<file path="src/rtl/fifo_rd_arbiter.sv">
// fifo_rd_arbiter
// Drains two source FIFOs into one downstream FIFO. A port keeps its grant
// for up to BURST_LEN words; a tie goes to the port that was not served last.
// Read data comes back one cycle after the pop and is re-registered, so a
// word appears on data_out two cycles after its read strobe.
//
// Parameters: DATA_WIDTH (word width), BURST_LEN (1..15 words per grant)
// Ports:
//   clk, reset          clock, synchronous active-high reset
//   empty0/1            source FIFO empty flags
//   fifo_out0/1         source read data (valid the cycle after readN)
//   almost_full_dst     downstream cannot take more words (needs 2 words slack)
//   read0/1             pop strobes to the sources
//   data_out, valid_out word and write strobe to the downstream FIFO
//   grant               one-hot current owner (01 FIFO0, 10 FIFO1, 00 idle)
//   cnt0/1              delivered-word counters, only with FIFO_RD_ARBITER_STATS_EN
//
// state | meaning
// IDLE  | no owner; one bubble cycle between bursts, picks the next owner
// GNT0  | FIFO0 owns the output, draining up to BURST_LEN words
// GNT1  | FIFO1 owns the output, draining up to BURST_LEN words
module fifo_rd_arbiter #(
  parameter int DATA_WIDTH = 8,
  parameter int BURST_LEN  = 4
) (
  input  logic                  clk,
  input  logic                  reset,
  input  logic                  empty0,
  input  logic                  empty1,
  input  logic [DATA_WIDTH-1:0] fifo_out0,
  input  logic [DATA_WIDTH-1:0] fifo_out1,
  input  logic                  almost_full_dst,
  output logic                  read0,
  output logic                  read1,
  output logic [DATA_WIDTH-1:0] data_out,
  output logic                  valid_out,
  output logic [1:0]            grant
`ifdef FIFO_RD_ARBITER_STATS_EN
  ,
  output logic [15:0]           cnt0,
  output logic [15:0]           cnt1
`endif
);

  localparam logic [1:0] IDLE = 2'd0;
  localparam logic [1:0] GNT0 = 2'd1;
  localparam logic [1:0] GNT1 = 2'd2;

  localparam logic [3:0] BURST_LAST = 4'(BURST_LEN - 1);

  logic [1:0] state, state_nxt;
  logic [3:0] burst_cnt, burst_cnt_nxt;
  logic       last_grant, last_grant_nxt;  // 1 = FIFO1 was served last
  logic       rd_p1;                       // a read was issued last cycle
  logic       rd_p1_src;                   // ...and it came from FIFO1

  // Strobes and grant are forced low during reset so a mid-burst reset
  // cannot pop a word that the cleared pipeline would then lose track of.
  assign read0 = !reset && (state == GNT0) && !empty0 && !almost_full_dst;
  assign read1 = !reset && (state == GNT1) && !empty1 && !almost_full_dst;

  always_comb begin
    grant = 2'b00;
    if (!reset) begin
      if (state == GNT0)      grant = 2'b01;
      else if (state == GNT1) grant = 2'b10;
    end
  end

  always_comb begin
    state_nxt      = state;
    burst_cnt_nxt  = burst_cnt;
    last_grant_nxt = last_grant;
    case (state)
      IDLE: begin
        if (!almost_full_dst && !(empty0 && empty1)) begin
          burst_cnt_nxt = 4'd0;
          if (!empty0 && (empty1 || last_grant)) begin
            state_nxt      = GNT0;
            last_grant_nxt = 1'b0;
          end else begin
            state_nxt      = GNT1;
            last_grant_nxt = 1'b1;
          end
        end
      end
      GNT0: begin
        if (empty0) begin
          state_nxt = IDLE;
        end else if (read0) begin
          if (burst_cnt == BURST_LAST) state_nxt = IDLE;
          else                         burst_cnt_nxt = burst_cnt + 4'd1;
        end
      end
      GNT1: begin
        if (empty1) begin
          state_nxt = IDLE;
        end else if (read1) begin
          if (burst_cnt == BURST_LAST) state_nxt = IDLE;
          else                         burst_cnt_nxt = burst_cnt + 4'd1;
        end
      end
      default: state_nxt = IDLE;
    endcase
  end

  always_ff @(posedge clk) begin
    if (reset) begin
      state      <= IDLE;
      burst_cnt  <= 4'd0;
      last_grant <= 1'b1;
      rd_p1      <= 1'b0;
      rd_p1_src  <= 1'b0;
      valid_out  <= 1'b0;
      data_out   <= '0;
    end else begin
      state      <= state_nxt;
      burst_cnt  <= burst_cnt_nxt;
      last_grant <= last_grant_nxt;
      rd_p1      <= read0 | read1;
      rd_p1_src  <= read1;
      valid_out  <= rd_p1;
      if (rd_p1) data_out <= rd_p1_src ? fifo_out1 : fifo_out0;
    end
  end

`ifdef FIFO_RD_ARBITER_STATS_EN
  logic out_src;  // source of the word currently on data_out

  always_ff @(posedge clk) begin
    if (reset) begin
      out_src <= 1'b0;
      cnt0    <= 16'd0;
      cnt1    <= 16'd0;
    end else begin
      out_src <= rd_p1_src;
      if (valid_out && !out_src) cnt0 <= cnt0 + 16'd1;
      if (valid_out &&  out_src) cnt1 <= cnt1 + 16'd1;
    end
  end
`endif

endmodule
</file>
<file path="config.mk">
export PLATFORM = sky130hd
export DESIGN_NAME = fifo_rd_arbiter
export DESIGN_NICKNAME = d
export VERILOG_FILES = /design/src/rtl/fifo_rd_arbiter.sv
export SDC_FILE = /design/constraint.sdc
export NUM_CORES = 1
export LEC_CHECK = 0
export BUFFER_PORTS_ARGS = -buffer_cell sky130_fd_sc_hd__buf_2
export CELL_PAD_IN_SITES_DETAIL_PLACEMENT = 1
export CELL_PAD_IN_SITES_GLOBAL_PLACEMENT = 1
export CORE_MARGIN = 2
export CORE_UTILIZATION = 32
export DETAILED_ROUTE_END_ITERATION = 16
export PLACE_DENSITY = 0.76
export SLEW_MARGIN = 20
export SYNTH_ARGS = -nofsm -noshare
export SYNTH_HDL_FRONTEND = slang
export SYNTH_SLANG_ARGS = --single-unit
export TNS_END_PERCENT = 1
</file>
<file path="constraint.sdc">
create_clock -name clk -period 1.7 [get_ports clk]
set_input_delay 0 -clock clk [delete_from_list [all_inputs] [get_ports clk]]
set_output_delay 0 -clock clk [all_outputs]
set_load 0.02 [all_outputs]
</file>
Word level (Yosys, flattened, before mapping)
Cells that the tools add are included.
- $add $sub $neg: 1
- divide/modulo/power cells: 0
- multiplexer cells: 20
- bitwise logic cells: 1
- order comparisons: 0
- multiply operators: 0
- eq/ne operators: 10
- shift operators: 0
- reduce and logical (&&, ||, !) cells: 20
- operators by type and width (kind ; count):
    4-bit 2-to-1 mux ; 6
    2-bit 2-to-1 mux ; 10
    4-bit one-hot mux with 3 select lines ; 1
    2-bit inequality test (second input constant) ; 5
    1-bit logical AND ; 9
    8-bit 2-to-1 mux ; 1
    3-bit inequality test (second input constant) ; 2
    2-bit one-hot mux with 3 select lines ; 1
    6-bit AND reduction ; 1
    1-bit logical NOT ; 5
    4-bit by 1-bit adder with 4-bit output (second input constant) ; 1
    4-bit by 2-bit == test with 1-bit output (second input constant) ; 1
    3-bit AND reduction ; 1
    3-bit nonzero test ; 1
    2-bit by 1-bit == test with 1-bit output (second input constant) ; 1
    2-bit == test (second input constant) ; 1
    2-bit logical NOT ; 1
    2-bit AND reduction ; 1
    1-bit logical OR ; 1
    1-bit 2-to-1 mux ; 1
    1-bit OR ; 1
- word-level logic and storage cells: 59
- memories: 0
- RAM bits: 0
- bits in registers: 18
- bits in latches: 0
- bits in read-only memories: 0
- output and inout port bits: 13
- bits of input ports: 21

Logic depth before layout (Yosys ltp)
Gate-level depths: netlist (run 1).
- depth after elaboration: 7
- mapped depth: 6
- mapped depth without buffers: 6

Least setup slack after synthesis (run 1)
No wires, ideal clock.
- path type: reg-to-reg
- start point: reg state[0]
- end point: reg burst_cnt[2]
- path slack: 0.038 ns
- buffers on the path: 0
- period minus slack after synthesis: 1.662 ns
- setup time: 0.131 ns
- stages on the path, launching flop included: 7
- data arrival time: 1.531 ns
- data required time: 1.569 ns
- path through: dfxtp_1 inv_1 ha_1 or3_1 o221a_2 o311ai_2 o41ai_2
- cells in the longest elaborated chain, start to end: 6
- elaborated cells between the ends (all ways): 17
- those cells by class: eq/ne: 7; mux: 1; reduce/logical: 9
- ends and longest elaborated chain (item ; line ; source):
    start: declaration ; 51 ; logic [1:0] state, state_nxt;
    start signal: assignment ; 117 ; state <= state_nxt;
    2-bit == test or 2-bit by 1-bit == test with 1-bit output (tied branches) ; 60, 74, 59 ;
    1-bit logical AND (on tied branches) (3 in a row) ; 60, 59 ;
    2-bit inequality test (no line) ; - ;
    6-bit AND reduction (no line) ; - ;
    end signal: assignment ; 118 ; burst_cnt <= burst_cnt_nxt;
    end: declaration ; 52 ; logic [3:0] burst_cnt, burst_cnt_nxt;
Several ways; a longest one is shown, not always the timed one.
A chain may end at the register's enable or synchronous reset.

Final worst setup path (run 1)
- start point: reg state[0]
- end point: reg state[0]
- cells in the longest elaborated chain, start to end: 6
- elaborated cells between the ends (all ways): 19
- those cells by class: eq/ne: 5; mux: 6; reduce/logical: 8
- ends and longest elaborated chain (item ; line):
    2-bit == test or 2-bit by 1-bit == test with 1-bit output (tied branches) ; 60, 74, 59
    1-bit logical AND (on tied branches) (3 in a row) ; 60, 59
    3-bit inequality test (no line) ; -
    3-bit AND reduction (no line) ; -
Several ways; a longest one is shown, not always the timed one. The select of a mux whose other input is x is not followed.

==> results of run 1 <==
power by group through the flow:
| stage | clock network (uW) | registers [uW] | logic, uW |
|---|---|---|---|
| floorplan | 0 | 460 | 114 |
| global placement | 0 | 456 | 183 |
| detailed placement | 0 | 457 | 192 |
| CTS | 287 | 448 | 209 |
| global route | 303 | 453 | 272 |
| finish | 276 | 450 | 252 |
layout make-up:
| type | instances | area [sq um] | area share, % |
|---|---|---|---|
| Multi-Input combinational cell | 75 | 673 | 48.4 |
| Sequential cell | 18 | 365 | 26.3 |
| Timing Repair Buffer | 44 | 250 | 18.0 |
| Tap cell | 33 | 41.3 | 2.97 |
| Clock buffer | 4 | 36.3 | 2.61 |
| Inverter | 6 | 25.0 | 1.80 |
metal layers:
layer / global-route usage, % / part of all wire, % / vias up
met5: 0 / 0 / -
met2: 28.1 / 51 / 27
met3: 2.81 / 4.9 / 2
li1: - / - / 476
met4: 6.67 / 0.39 / 0
met1: 17.2 / 44 / 476
registers in the layout, summed over array words and instances, names as in the netlist:
register	count
data_out	8
burst_cnt	4
state	2
last_grant	1
rd_p1	1
rd_p1_src	1
valid_out	1
cells in the final DEF (no fill, tap or decap), types with 2 or more instances in the layout:
cell type,count
mux2i_1,8
nor3_1,3
o31ai_2,2
inv_1,4
buf_2,33
nor2_1,9
a21o_1,2
dfxtp_1,16
a21oi_1,2
nand2b_1,2
nand2_1,2
buf_4,10
nor2b_1,5
a211oi_1,9
or3_1,2
o21ai_1,2
ha_4,2
clkbuf_4,3
ha_1,2
ha_2,2
per-stage QoR:
stage | setup WS (ns) | total power [uW] | util (%) | instance area [sq um]
6_report | 0.0190 | 977 | 46.3 | 1390
5_1_grt | -0.0387 | 1030 | 46.3 | 1390
4_1_cts | -0.00132 | 944 | 42.9 | 1290
3_5_place_dp | -0.0700 | 649 | 40.2 | 1210
3_3_place_gp | 0.0376 | 639 | 40.2 | 1210
2_1_floorplan | 0.0381 | 574 | - | 1000
repair_timing:
action | 4_1_cts | 5_1_grt
setup endpoints to repair | 1 | 6
endpoints found under the hold margin | 1 | 0
pin swaps | 2 | 6
gates cloned | 0 | 0
hold buffers | 1 | 0
setup buffers | 0 | 5
gates resized for setup | 7 | 12
cell families after synthesis:
family	after synthesis	share of synthesized area (%)
AOI/OAI and AO/OA	29	24.3
muxes	8	8.01
adders and majority gates	6	7.51
and+or+nand+nor	32	18.3
buffers and inverters	13	5.88
DFF	18	36.0
final timing paths:
path,endpoint,slack [ns]
worst max-delay path,state[0],0.02
worst min-delay path,state[1],0.02
worst max register to register,state[0],0.02
worst min register to register,data_out[0],0.49
critical path, stage by stage, from the launching register on:
cell     delay (ns)
dfxtp_2        0.35
buf_4          0.14
ha_2           0.18
or4b_4         0.51
or3_1          0.35
o31ai_2        0.07
==> metrics.txt, run 1 <==
status completed; Initial Util approximately a third; R2R depth 5; antenna fix cells 0; initial antenna violation count 0; Sequential Power Share approximately 46%; net count after synthesis roughly 130; Avg Inst Size Synth about 9.4 sq um; gpl congestion slightly below 0.8; crit path time final roughly 1.7 ns; total global routing track utilization 15.4%; CP endpoint kind flop; DR WL/cell approximately 15 um; Worst setup startpoint state[0]; Via density ~5.5; Fin Hold WS a little under 0.02 ns; fin cells 180; 1st-iter DRT viols 11; Post-Syn Area 1000 sq um; Gate power share between 20% and 30%; Yosys top cell by area dfxtp_1; die height 59.9 um; Num CTS Buffers 3; Synth top area share roughly 36%; first-pass GRT wire length about 4.2 mm; clock power share between 20% and 30%; post-synthesis sequential area ratio 36.0%; Ys Warns 0; area delta synth->final 39.2%; Routed WL roughly 2.8 mm; CTS tree done; Min-Delay Path Class primary input to flop; Hold Startpoint empty1; Critical Path RT roughly 1.9 ns; fin. max-slew vios 0; Min-Delay Path Depth 3; count leader, synth dfxtp_1; Top FF cell, synth dfxtp_1; pin count of the biggest net entering global routing 18; Skew-Pair Late Insertion Delay roughly 0.30 ns; RSZ-0062 raised after global routing yes; DP Cell Count 170; Psw approximately 290 uW; Power Dens Cells 702 mW/mm^2; Final Setup Violations 0; Die W roughly 60 um; Longest Clk Path Bufs 2; final setup skew around 0.0020 ns; # DRC 0; Worst setup SP type flop; Post-synth ARST share 0%; crit path max fanout 2; Sw Share roughly 30%; most frequent cells after synthesis dfxtp_1 (18), a211oi_1 (9), nor2_1 (9); CTS sink count 18; Reg2Reg Launch Point state[0]; Port Buffer Count 33; flop and latch count out of synthesis 18; Mapped Cells around 110; Worst-path clk slew roughly 0.11 ns; top cells by area, synth dfxtp_1 (36%), mux2i_1 (8.0%), ha_1 (7.5%); DRT Pass-1 Iters 4; Power Internal between 600 and 700 uW; die area ~0.0036 sq mm; Slew headroom around 64%; setup TNS 0 ns; fmax between 500 and 600 MHz; vias in the first global route ~1000; max cap viols 0; post-route antenna net violation count 0; HPWL after detailed placement between 1.5 and 2 mm; num rows 20; H-tree Lvls 1; core footprint approximately 0.0030 sq mm; Congestion Overflow GR 0; Crit Path Class flop to flop; I/O pin total 34; leak pwr between 0.0005 and 0.0006 uW; Arr. time, crit path roughly 1.9 ns; worst slew pin tran 0.541 ns; layout cells sized above 1 between 40% and 50%; Synth cell types 37; final hold vios 0; number of fill cells 354; Clock Tree Root clkbuf_4; vias 981; Post-synth EDFFs 0; final worst-path cycle share 98.9%; nets@finish between 150 and 200; VDD IR-drop max around 0.33 mV
(Power assumes the default switching activity.)
==> inputs of run 2 (changes only) <==
- GPL_ROUTABILITY_DRIVEN: default -> 0
- PLACE_DENSITY: 0.76 -> default
- PLACE_DENSITY_LB_ADDON: default -> 0.1
- RECOVER_POWER: default -> 50
==> metrics.txt, run 2 (synthesis results as in run 1) <==
fin cells 176 (-2.2%); Slew headroom 64.2% (+0.34 points); multi-input combinational cell area 616 sq um (-8.6%); crit-path cells inv_2, ha_2, or3_1, o221a_2, o311ai_4, o41ai_2; Reg2Reg Launch Point state[0]; FF/Latch Area 365 sq um (unchanged); max cap viols 0 (unchanged); DP Cell Count 169 (-0.59%); crit path max fanout 4 (+2); Critical-path top delay cell or3_1; worst slew pin tran 0.536 ns (-0.00504 ns); Psw 259 uW (-11%); number of fill cells 381 (+7.6%); Crit Path Class flop to flop; Final Setup Violations 0 (unchanged); Die W 59.9 um (unchanged); initial antenna violation count 0 (unchanged); Sw Share 27.9% (-1.7 points); Reg with most FFs data_out; Congestion Overflow GR 0 (unchanged); Power Internal 667 uW (-3.0%); layout cells sized above 1 33.6% (-10 points); Pwr Total 926 uW (-5.3%); HPWL after detailed placement 1.85 mm (-6.0%); commonest non-fill, non-tap cell in the layout buf_2; commonest cells after routing, fill and taps aside buf_2 (24), dfxtp_1 (16), nor2_1 (9), clkbuf_1 (9); antenna fix cells 0 (unchanged); area delta synth->final 28.8%; core footprint 0.00300 sq mm (unchanged); Worst setup startpoint state[0]; # DRC 0 (unchanged); post-route antenna net violation count 0 (unchanged); die area 0.00359 sq mm (unchanged); final worst-path cycle share 95.7% (-3.2 points); total global routing track utilization 14.9% (-0.52 points); crit path time final 1.63 ns (-0.0543 ns); Hold Startpoint almost_full_dst; die height 59.9 um (unchanged); I/O pin total 34 (unchanged); Power Dens Cells 719 mW/mm^2 (+2.4%); Routed WL 2.52 mm (-9.6%); Min-Delay Path Class primary input to flop; Worst setup SP type flop; Clock Tree Root clkbuf_4; Longest Clk Path Bufs 2 (unchanged); Sequential Power Share 48.5% (+2.5 points); vias in the first global route 899 (-9.0%); vias 937 (-4.5%); VDD IR-drop max 0.312 mV (-5.6%); H-tree Lvls 1 (unchanged); fin. max-slew vios 0 (unchanged); pin count of the biggest net entering global routing 18 (unchanged); num rows 20 (unchanged); Initial Util 33.3% (unchanged); Gate power share 23.3% (-2.4 points); DR WL/cell 14.3 um (-7.5%); CTS sink count 18 (unchanged); Critical Path RT 1.88 ns (-0.04 ns); CP endpoint kind flop; Via density 5.32 (-2.3%); Port Buffer Count 33 (unchanged); first-pass GRT wire length 4.01 mm (-4.3%); nets@finish 171 (-2.3%); slowest stage delay, CP 0.37 ns (-0.14 ns); CTS tree done; Arr. time, crit path 1.81 ns (-0.09 ns); Skew-Pair Late Insertion Delay 0.29 ns (about the same); Num CTS Buffers 3 (unchanged); DRT Pass-1 Iters 2 (-2); leak pwr 0.000510 uW (-13%); top flop regs data_out x8, burst_cnt x4, state x2; final setup skew 0.00238 ns (+0.000427 ns); final hold vios 0 (unchanged); max reg flops 8 (unchanged); clock power share 28.2% (about the same); 1st-iter DRT viols 17 (+6); status completed; fmax 615 MHz (+3.3%); Worst-path clk slew 0.10 ns (about the same)
run 2: worst paths after layout:
path,depth (start not counted),slack (ns),end
setup / recovery,6,0.07,burst_cnt[2]
hold / removal,2,0.03,rd_p1_src
setup reg to reg,6,0.07,burst_cnt[2]
hold reg to reg,2,0.49,data_out[0]
run 2: final cells by class:
class / instances / share of cell area, %
Clock buffer: 4 / 2.82
Inverter: 6 / 1.75
Multi-Input combinational cell: 75 / 47.8
Sequential cell: 18 / 28.4
Tap cell: 33 / 3.21
Timing Repair Buffer: 40 / 16.0
run 2: per-layer routing:
| metal | share of wire (%) | vias to the layer above | track usage, % |
|---|---|---|---|
| met5 | 0 | - | 0 |
| met4 | 0.67 | 0 | 3.81 |
| met3 | 4.0 | 2 | 3.90 |
| met2 | 50 | 20 | 25.0 |
| met1 | 45 | 447 | 18.8 |
| li1 | - | 468 | - |
run 2: stage by stage:
stage | instance area, sq um | util (%) | setup TNS (ns) | worst slack [ns] | hold slack (ns)
floorplan | 1000 | - | 0 | 0.0381 | 0.175
global placement | 1200 | 40.0 | 0 | 0.0166 | 0.321
detailed placement | 1200 | 40.0 | -0.115 | -0.0563 | 0.329
CTS | 1240 | 41.3 | -0.0186 | -0.0126 | 0.00283
global route | 1290 | 42.9 | -0.0176 | -0.0176 | 0.0131
finish | 1290 | 42.9 | 0 | 0.0733 | 0.0275
run 2: worst max-delay path: cells and delay by family (launching register included):
family / cells / cell delay [ns]
flip-flops: 1 / 0.36
AND/OR/NAND/NOR: 1 / 0.37
AO/OA/AOI/OAI: 3 / 0.53
adder cells (fa/ha/maj): 1 / 0.19
buffers and inverters: 1 / 0.07
run 2: what timing repair did:
| action | in CTS | in global routing |
|---|---|---|
| pin swaps | 1 | 2 |
| hold buffers | 0 | 0 |
| resized for setup | 2 | 9 |
| setup endpoints to repair | 5 | 6 |
| setup buffers | 0 | 3 |
run 2: power by group through the flow:
stage                     Clock (uW)  Combinational [uW]  Sequential, uW
after global routing             298                 235             451
after CTS                        279                 188             449
after global placement             0                 179             457
after detailed placement           0                 184             458
final                            261                 216             449
after floorplan                    0                 114             460
==> inputs of run 3 (changes only) <==
- MAX_ROUTING_LAYER: default -> met4
==> metrics.txt, run 3 (synthesis results as in run 1) <==
die area 0.00359 sq mm (unchanged); setup ws final 0.0724 ns (-0.000924 ns); Worst setup SP type flop; CTS sink count 18 (unchanged); Power Dens Cells 720 mW/mm^2 (about the same); post-route antenna net violation count 0 (unchanged); crit path max fanout 4 (unchanged); Util after Layout 42.9% (unchanged); R2R depth 6 (unchanged); max reg flops 8 (unchanged); Critical-path top delay cell or3_1; vias in the first global route 899 (unchanged); 1st-iter DRT viols 16 (-1); nets@finish 171 (unchanged); commonest non-fill, non-tap cell in the layout buf_2; Min-Delay Path Class primary input to flop; Skew-Pair Late Insertion Delay 0.29 ns (about the same); initial antenna violation count 0 (unchanged); CTS tree done; pin count of the biggest net entering global routing 18 (unchanged); Congestion Overflow GR 0 (unchanged); final hold vios 0 (unchanged); commonest cells after routing, fill and taps aside buf_2 (24), dfxtp_1 (16), nor2_1 (9), clkbuf_1 (9); Slew headroom 64.2% (about the same); status completed; final setup skew 0.00224 ns (-0.000139 ns); I/O pin total 34 (unchanged); Arr. time, crit path 1.81 ns (about the same); fmax 614 MHz (about the same); top flop regs data_out x8, burst_cnt x4, state x2; crit path time final 1.63 ns (+0.000924 ns); crit-path cells inv_2, ha_2, or3_1, o221a_2, o311ai_4, o41ai_2; fin. max-slew vios 0 (unchanged); first-pass GRT wire length 4.02 mm (+0.35%); area delta synth->final 28.8% (unchanged); Hold Startpoint almost_full_dst; number of fill cells 381 (unchanged); vias 936 (-0.11%); Longest Clk Path Bufs 2 (unchanged); H-tree Lvls 1 (unchanged); die height 59.9 um (unchanged); Crit Path Class flop to flop; max cap viols 0 (unchanged); slowest stage delay, CP 0.37 ns (about the same); # DRC 0 (unchanged); Via density 5.32 (-0.11%); Top Family by Delay on Critical Path compound AO/OA/AOI/OAI gates; DR WL/cell 14.3 um (+0.20%); Initial Util 33.3% (unchanged); antenna fix cells 0 (unchanged); num rows 20 (unchanged); Port Buffer Count 33 (unchanged); WP depth 6 (unchanged); core footprint 0.00300 sq mm (unchanged); Reg with most FFs data_out; worst slew pin tran 0.536 ns (-0.00000364 ns); hold_buf cts 0 (unchanged); Critical Path RT 1.88 ns (about the same); Worst Hold End rd_p1_src; leak pwr 0.000510 uW (unchanged); Finished Cell Area 0.00129 sq mm (unchanged); worst reg2reg setup slack 0.07 ns (about the same); DP Worst Slack -0.0563 ns (unchanged); Min-Delay Path Depth 2 (unchanged); Num CTS Buffers 3 (unchanged); Final Setup Violations 0 (unchanged); Reg2Reg Launch Point state[0]; Routed WL 2.52 mm (+0.20%); CP Buf/Inv Count 1 (unchanged); total global routing track utilization 15.4% (+0.48 points); final worst-path cycle share 95.7% (about the same); Die W 59.9 um (unchanged); Clock Tree Root clkbuf_4; VDD IR-drop max 0.312 mV (about the same); Pwr Total 926 uW (about the same); FF/Latch Area 365 sq um (unchanged); layout cells sized above 1 33.6% (unchanged); Worst-path clk slew 0.10 ns (about the same); DRT Pass-1 Iters 2 (unchanged); HPWL after detailed placement 1.85 mm (unchanged); Area after DPL 0.00120 sq mm (unchanged); multi-input combinational cell area 616 sq um (unchanged); FF-to-FF End burst_cnt[2]; CP endpoint kind flop
[run 3: cell counts in the layout (fill, tap and decap cells not counted)]
Identical to the previous run, type by type.
[run 3: repair_timing]
item | in CTS | in global routing
buffers inserted | 0 | 3
gates resized for setup | 2 | 9
setup endpoints to repair | 5 | 6
pin swaps | 1 | 2
[run 3: final cells by class]
class                      instances  share of cell area, %
tap                               33                   3.21
clock buffer                       4                   2.82
timing repair buffer              40                   16.0
inverter                           6                   1.75
multi-input combinational         75                   47.8
sequential                        18                   28.4
[run 3: worst max path at each step]
| stage | startpoint | end | slack, ns |
|---|---|---|---|
| floorplan | state[0] | burst_cnt[2] | 0.04 |
| global placement | state[1] | burst_cnt[2] | 0.02 |
| detailed placement | state[1] | burst_cnt[2] | -0.06 |
| CTS | state[1] | burst_cnt[1] | -0.01 |
| global route | state[1] | burst_cnt[3] | -0.02 |
| finish | state[0] | burst_cnt[2] | 0.07 |
[run 3: metal layers]
metal / GRT usage (%) / up-vias / wire length [um]
met2: 24.8 / 20 / 1260
met4: 3.81 / 0 / 15
met3: 3.90 / 2 / 102
met1: 19.1 / 446 / 1140
li1: - / 468 / -
met5: - / - / 0
[run 3: worst reg2reg max path, stage by stage (launching register included)]
cell and delay [ns]:
dfxtp_2 0.36, inv_2 0.07, ha_2 0.20, or3_1 0.37, o221a_2 0.19, o311ai_4 0.23
o41ai_2 0.11
[run 3: where the power goes]
part	internal (uW)	total, uW	leakage (uW)	switching [uW]
Sequential	435	449	0.000147	13.5
Combinational	101	216	0.000342	115
Clock	130	262	0.0000210	131
Total	667	926	0.000510	259
[run 3: metrics by stage]
stage,std cells,hold slack [ns],TNS [ns]
floorplan,106,0.175,0
global placement,169,0.321,0
detailed placement,169,0.329,-0.115
CTS,173,0.00283,-0.0186
global route,176,0.0131,-0.0176
finish,176,0.0266,0
